[src/rtl/timer_bus_master_pkg.sv]
// Shared definitions for the timer bus master: FSM encoding, beat geometry
// and default peripheral addresses.
package timer_bus_master_pkg;

    typedef enum logic [1:0] {
        ST_IDLE = 2'd0,
        ST_BEAT = 2'd1,
        ST_RESP = 2'd2
    } state_e;

    localparam int         BEAT_COUNT      = 4;
    localparam logic [2:0] DEFAULT_RD_BASE = 3'd4;
    localparam logic [2:0] DEFAULT_WR_ADDR = 3'd0;

    // Byte lane idx of a word, lane 0 being the least-significant byte.
    function automatic logic [7:0] byte_lane(input logic [31:0] word,
                                             input logic [1:0]  idx);
        return word[{idx, 3'b000} +: 8];
    endfunction

endpackage

[src/rtl/timer_bus_master_if.sv]
// CPU request/response handshake plus the 8-bit peripheral bus, as seen from
// the bus master (master) and from the CPU/peripheral side (slave).
interface timer_bus_master_if;

    logic        reqValid;
    logic        reqWrite;
    logic [31:0] reqWdata;
    logic        reqReady;
    logic        rspValid;
    logic [31:0] rspRdata;
    logic [2:0]  addressOut;
    logic        read;
    logic        write;
    logic [7:0]  dataOut;
    logic [7:0]  dataIn;

    modport master (
        input  reqValid, reqWrite, reqWdata, dataIn,
        output reqReady, rspValid, rspRdata, addressOut, read, write, dataOut
    );

    modport slave (
        output reqValid, reqWrite, reqWdata, dataIn,
        input  reqReady, rspValid, rspRdata, addressOut, read, write, dataOut
    );

endinterface

[src/rtl/timer_bus_master_irq.sv]
// Rising-edge detector on the peripheral IRQ feeding a sticky pending flag
// that the CPU clears with irqAck; a new edge beats a simultaneous ack.
module irq_edge_latch (
    input  logic clk,
    input  logic rst,
    input  logic IRQ,
    input  logic irqAck,
    output logic irqPending
);

    logic irq_q;
    logic irq_d;
    logic pending_q;
    logic pending_d;
    logic irq_rise;

    always_comb begin
        irq_d     = IRQ;
        irq_rise  = IRQ & ~irq_q;
        pending_d = pending_q;
        if (irq_rise) begin
            pending_d = 1'b1;
        end else if (irqAck) begin
            pending_d = 1'b0;
        end
    end

    always_ff @(posedge clk or posedge rst) begin
        if (rst) begin
            irq_q     <= 1'b0;
            pending_q <= 1'b0;
        end else begin
            irq_q     <= irq_d;
            pending_q <= pending_d;
        end
    end

    assign irqPending = pending_q;

endmodule

[src/rtl/timer_bus_master.sv]
// Serialises 32-bit CPU reads/writes into four byte beats on the 8-bit
// timer peripheral bus, and latches peripheral interrupt edges.
module timer_bus_master
    import timer_bus_master_pkg::*;
#(
    parameter int unsigned WAIT_STATES = 0,
    parameter logic [2:0]  RD_BASE     = DEFAULT_RD_BASE,
    parameter logic [2:0]  WR_ADDR     = DEFAULT_WR_ADDR
) (
    input  logic                      clk,
    input  logic                      rst,
    timer_bus_master_if.master        bus,
    input  logic                      IRQ,
    input  logic                      irqAck,
    output logic                      irqPending
);

    localparam logic [2:0] WAIT_LAST = 3'(WAIT_STATES);
    localparam logic [1:0] LAST_BEAT = 2'(BEAT_COUNT - 1);

    state_e      state_q,     state_d;
    logic [1:0]  beat_q,      beat_d;
    logic [2:0]  wait_cnt_q,  wait_cnt_d;
    logic        is_write_q,  is_write_d;
    logic [31:0] wdata_q,     wdata_d;
    logic [31:0] rdata_q,     rdata_d;
    logic [31:0] rsp_rdata_q, rsp_rdata_d;
    logic        strobe;

    always_comb begin
        state_d      = state_q;
        beat_d       = beat_q;
        wait_cnt_d   = wait_cnt_q;
        is_write_d   = is_write_q;
        wdata_d      = wdata_q;
        rdata_d      = rdata_q;
        rsp_rdata_d  = rsp_rdata_q;
        strobe       = 1'b0;
        bus.reqReady   = 1'b0;
        bus.rspValid   = 1'b0;
        bus.addressOut = 3'd0;
        bus.read       = 1'b0;
        bus.write      = 1'b0;
        bus.dataOut    = 8'd0;

        case (state_q)
            ST_IDLE: begin
                bus.reqReady = 1'b1;
                if (bus.reqValid) begin
                    is_write_d = bus.reqWrite;
                    wdata_d    = bus.reqWdata;
                    rdata_d    = 32'd0;
                    beat_d     = 2'd0;
                    wait_cnt_d = 3'd0;
                    state_d    = ST_BEAT;
                end
            end

            ST_BEAT: begin
                // Address and data sit still for the whole beat; only the
                // final wait cycle carries the one-cycle strobe.
                strobe = (wait_cnt_q == WAIT_LAST);
                if (is_write_q) begin
                    bus.addressOut = WR_ADDR;
                    bus.dataOut    = byte_lane(wdata_q, beat_q);
                    bus.write      = strobe;
                end else begin
                    bus.addressOut = RD_BASE + {1'b0, beat_q};
                    bus.read       = strobe;
                    if (strobe) begin
                        rdata_d[{beat_q, 3'b000} +: 8] = bus.dataIn;
                    end
                end

                if (strobe) begin
                    wait_cnt_d = 3'd0;
                    beat_d     = beat_q + 2'd1;
                    if (beat_q == LAST_BEAT) begin
                        state_d     = ST_RESP;
                        rsp_rdata_d = is_write_q ? 32'd0 : rdata_d;
                    end
                end else begin
                    wait_cnt_d = wait_cnt_q + 3'd1;
                end
            end

            ST_RESP: begin
                bus.rspValid = 1'b1;
                state_d      = ST_IDLE;
            end

            default: begin
                state_d = ST_IDLE;
            end
        endcase
    end

    always_ff @(posedge clk or posedge rst) begin
        if (rst) begin
            state_q     <= ST_IDLE;
            beat_q      <= 2'd0;
            wait_cnt_q  <= 3'd0;
            is_write_q  <= 1'b0;
            wdata_q     <= 32'd0;
            rdata_q     <= 32'd0;
            rsp_rdata_q <= 32'd0;
        end else begin
            state_q     <= state_d;
            beat_q      <= beat_d;
            wait_cnt_q  <= wait_cnt_d;
            is_write_q  <= is_write_d;
            wdata_q     <= wdata_d;
            rdata_q     <= rdata_d;
            rsp_rdata_q <= rsp_rdata_d;
        end
    end

    assign bus.rspRdata = rsp_rdata_q;

    irq_edge_latch u_irq (
        .clk        (clk),
        .rst        (rst),
        .IRQ        (IRQ),
        .irqAck     (irqAck),
        .irqPending (irqPending)
    );

endmodule

[src/flat_wrapper.sv]
// flat-port wrapper written by rule: the top's interface ports become plain ports
module timer_bus_master_flat import timer_bus_master_pkg::*;
#(
    parameter int unsigned WAIT_STATES = 0,
    parameter logic [2:0]  RD_BASE     = DEFAULT_RD_BASE,
    parameter logic [2:0]  WR_ADDR     = DEFAULT_WR_ADDR
)
  (clk, rst, IRQ, irqAck, irqPending, bus_reqValid, bus_reqWrite, bus_reqWdata, bus_dataIn, bus_reqReady, bus_rspValid, bus_rspRdata, bus_addressOut, bus_read, bus_write, bus_dataOut);
  timer_bus_master_if bus_i ();
  input  logic clk;
  input  logic rst;
  input  logic IRQ;
  input  logic irqAck;
  output logic irqPending;
  input wire logic [$bits(bus_i.reqValid)-1:0] bus_reqValid;
  input wire logic [$bits(bus_i.reqWrite)-1:0] bus_reqWrite;
  input wire logic [$bits(bus_i.reqWdata)-1:0] bus_reqWdata;
  input wire logic [$bits(bus_i.dataIn)-1:0] bus_dataIn;
  output wire logic [$bits(bus_i.reqReady)-1:0] bus_reqReady;
  output wire logic [$bits(bus_i.rspValid)-1:0] bus_rspValid;
  output wire logic [$bits(bus_i.rspRdata)-1:0] bus_rspRdata;
  output wire logic [$bits(bus_i.addressOut)-1:0] bus_addressOut;
  output wire logic [$bits(bus_i.read)-1:0] bus_read;
  output wire logic [$bits(bus_i.write)-1:0] bus_write;
  output wire logic [$bits(bus_i.dataOut)-1:0] bus_dataOut;
  assign bus_i.reqValid = bus_reqValid;
  assign bus_i.reqWrite = bus_reqWrite;
  assign bus_i.reqWdata = bus_reqWdata;
  assign bus_i.dataIn = bus_dataIn;
  assign bus_reqReady = bus_i.reqReady;
  assign bus_rspValid = bus_i.rspValid;
  assign bus_rspRdata = bus_i.rspRdata;
  assign bus_addressOut = bus_i.addressOut;
  assign bus_read = bus_i.read;
  assign bus_write = bus_i.write;
  assign bus_dataOut = bus_i.dataOut;
  timer_bus_master #(.WAIT_STATES(WAIT_STATES), .RD_BASE(RD_BASE), .WR_ADDR(WR_ADDR)) u_core (.clk(clk), .rst(rst), .bus(bus_i), .IRQ(IRQ), .irqAck(irqAck), .irqPending(irqPending));
endmodule
[config.mk]
export PLATFORM = sky130hd
export DESIGN_NAME = timer_bus_master_flat
export DESIGN_NICKNAME = d
export VERILOG_FILES = /design/src/rtl/timer_bus_master_pkg.sv /design/src/rtl/timer_bus_master_if.sv /design/src/rtl/timer_bus_master_irq.sv /design/src/rtl/timer_bus_master.sv /design/src/flat_wrapper.sv
export SDC_FILE = /design/constraint.sdc
export NUM_CORES = 1
export LEC_CHECK = 0
export CAP_MARGIN = 30
export CORE_MARGIN = 1
export CORE_UTILIZATION = 47
export CTS_CLUSTER_DIAMETER = 100
export DETAILED_ROUTE_END_ITERATION = 16
export GPL_TIMING_DRIVEN = 0
export PLACE_DENSITY_LB_ADDON = 0.25
export SETUP_SLACK_MARGIN = 0.15
export SYNTH_ARGS = -nofsm -noshare
export SYNTH_HDL_FRONTEND = slang
export SYNTH_SLANG_ARGS = --single-unit
[constraint.sdc]
create_clock -name clk -period 3.75 [get_ports clk]
set_clock_uncertainty 0.05 [all_clocks]
set_input_delay 0.75 -clock clk [delete_from_list [all_inputs] [get_ports clk]]
set_output_delay 0.75 -clock clk [all_outputs]
set_load 0.01 [all_outputs]
==> results.yml <==
worst_setup_path:
  crit_path_end_kind: "primary output"
  cp_data_required_time_ns: 2.95
  path_cells: "buf_4 -> clkbuf_4 -> buf_2 -> inv_1 -> nor3_1 -> clkdlybuf4s50_1"
  cp_slowest_cell: "clkdlybuf4s50_1"
  rrSetupSlack_ns: 0.67
  r2r_end: "u_core.bus.rspRdata[20]"
  r2r_cells: 10
  path_max_fanout: 10
  worst-setup-path-type: "reg2out"
  worstReg2RegStart: "u_core.beat_q[0]"
  max_stage_delay_ns: 0.59
  worst_setup_path_start_kind: "flip-flop"
  cp_data_arrival_time_ns: 2.59
synth:
  synth_top_area_share_pct: 52.9
  synth_ff_type: "dfrtp_1"
  synth_edf_count: 0
  ys_ff_latch: 106
  ys_top_cells_by_area: "dfrtp_1, mux2_2, o2bb2ai_1"
  ys_types: 39
  synth_warnings: 0
  yosysTopAreaCell: "dfrtp_1"
  synth.avg_cell_area_um2: 13.0
  async_flop_share_pct: 100
  syn-num-nets: 439
  synthesis.area_um2: 5020
  yosysSeqAreaShare_pct: 52.9
  syn_inst: 385
clocking:
  root_buffer: "clkbuf_8"
  clk_latency_ns: 0.37
  ctsResizeCount: 0
  clkSlewWorstSetupHoldPaths_ns: 0.11
  cts_hold_buffers: 0
  numCtsBuffers: 9
  cts_sinks: 106
  cts_setup_buffers: 0
  cts_tree: "built"
  clock_path_buffers: 2
  h-tree-depth: 3
detailed_routing:
  postRouteAntennaNets: 0
  vias: 3634
  wl_per_cell_um: 19.0
  drt-initial-drc-count: 208
  firstDrtPassIters: 4
  drt-vias-per-instance: 5.76
  wl_mm: 12.0
  drc: 0
floorplan:
  rows: 37
  die-area_um2: 11100
  die_height_um: 105
  core-area_um2: 10300
  ios: 94
  initial_core_util_pct: 48.6
  die-width_um: 105
pwr:
  powerDensity_nw_per_um2: 749
  leakage_uw: 0.00265
  max-vdd-ir-drop_mv: 0.368
timing:
  fmax_mhz: 295
  maxSlewHeadroom_pct: 53.1
  tightest_slew_ns: 0.703
  final-hold-violation-count: 0
  setup_viol: 0
  finalHoldWorstSlack_ns: 0.394
  slew_viol_final: 0
  fin_crit_ns: 3.39
  rsz0062_at_grt: "no"
  finalCritPeriodShare_pct: 90.4
global_route:
  grt_pass1_vias: 3698
  grt_max_degree: 62
  grt_use_total_pct: 22.8
  grt_overflow: 0
  antenna_found_initial: 0
  grt_pass1_wl_mm: 19.6
worst_hold_path:
  min-delay-start: "u_core.u_irq.irq_q"
  hold_path_class: "reg2reg"
  min_path_cells: 1
  min_to: "u_core.u_irq.irqPending"
cells_and_area:
  stdcell_count: 631
  syn_to_final_growth_pct: 27.1
  fin_util_pct: 61.8
  fin_nets: 544
  final_common_cell: "dfrtp_1"
  drive_above_1_share_pct: 16.4
  diodes: 0
  layout_common_cells: "dfrtp_1, clkdlybuf4s50_1, mux2_2"
run_status:
  status: "finished, final reports clean"
placement:
  dp_hpwl_mm: 8.22
  routabilityCongestion: 0.781
  place_inst: 615
  io_buffers: 93
run:
  drv_cap: 0
==> power breakdown <==
| part | switching, uW | internal, uW |
|---|---|---|
| Clock | 420 | 389 |
| Sequential | 202 | 1490 |
| Combinational | 1150 | 1130 |
==> sequential cells by signal, summed over array words and instances (netlist names) <==
register and count:
u_core.is_write_q 1, u_core.u_irq.irqPending 1, u_core.beat_q 2, u_core.rdata_q 32
u_core.state_q 2, u_core.bus.rspRdata 32, u_core.wdata_q 32, u_core.u_irq.irq_q 1
u_core.wait_cnt_q 3
==> kinds of logic after synthesis <==
group / Yosys count / synth area share (%)
AO/OA/AOI/OAI: 85 / 13.7
adder cells (fa/ha/maj): 8 / 2.00
multiplexers: 67 / 16.2
buffers and inverters: 42 / 3.89
AND/OR/NAND/NOR: 77 / 11.3
flip-flops: 106 / 52.9
==> area by class of cell <==
class | count | area, um2
Timing Repair Buffer | 94 | 958
Inverter | 9 | 36.3
Buffer | 33 | 164
Clock inverter | 7 | 104
Tap cell | 136 | 170
Fill cell | 806 | 3950
Clock buffer | 9 | 124
Sequential cell | 106 | 2650
Multi-Input combinational cell | 237 | 2170
==> cells in the mapped netlist (3+ instances only) <==
library cell and count:
dfrtp_1 106, mux2_2 35, o2bb2ai_1 32, a22o_1 25, mux2i_1 24, clkbuf_1 17
nor4bb_1 17, buf_2 12, and3_1 10, nor3b_1 10, inv_1 9, o21ai_0 9
ha_1 8, mux4_2 8, a32oi_1 7, and2_1 7, nand2_1 7, nor2_1 5
nor2b_1 4, a21oi_1 3, nand3_1 3, nor3_1 3, o21ai_1 3
==> how the worst max path moves through the flow <==
stage	start	end	slack (ns)	cells after the start
final	u_core.beat_q[0]	bus_addressOut[0]	0.36	6
after global routing	u_core.beat_q[0]	bus_addressOut[0]	0.17	6
after CTS	u_core.beat_q[0]	bus_addressOut[0]	0.30	6
after detailed placement	u_core.beat_q[0]	u_core.bus.rspRdata[20]	0.69	10
after global placement	rst	u_core.bus.rspRdata[13]	-1.35	2
after floorplan	rst	u_core.beat_q[0]	0.16	1
==> per-layer routing <==
metal / vias up / wire length (um) / track usage (%)
li1: 1668 / - / -
met2: 87 / 5770 / 35.4
met3: 9 / 414 / 4.45
met5: - / 0 / 0
met1: 1870 / 5690 / 33.2
met4: 0 / 127 / 5.23
==> critical path, delay by kind of cell (launching register included) <==
kind,cells,cell delay [ns]
buffers and inverters,5,1.53
DFF,1,0.45
and+or+nand+nor,1,0.24
==> stage by stage <==
stage | worst slack (ns) | power, uW | setup TNS [ns] | cell area, um2
6_report | 0.361 | 4770 | 0 | 6380
3_5_place_dp | 0.685 | 3960 | 0 | 6150
3_3_place_gp | -1.35 | 3900 | -142.89 | 6120
4_1_cts | 0.300 | 4790 | 0 | 6380
2_1_floorplan | 0.161 | 3160 | 0 | 5020
5_1_grt | 0.167 | 5050 | 0 | 6380
No activity file was read; power rests on OpenSTA's default activity.
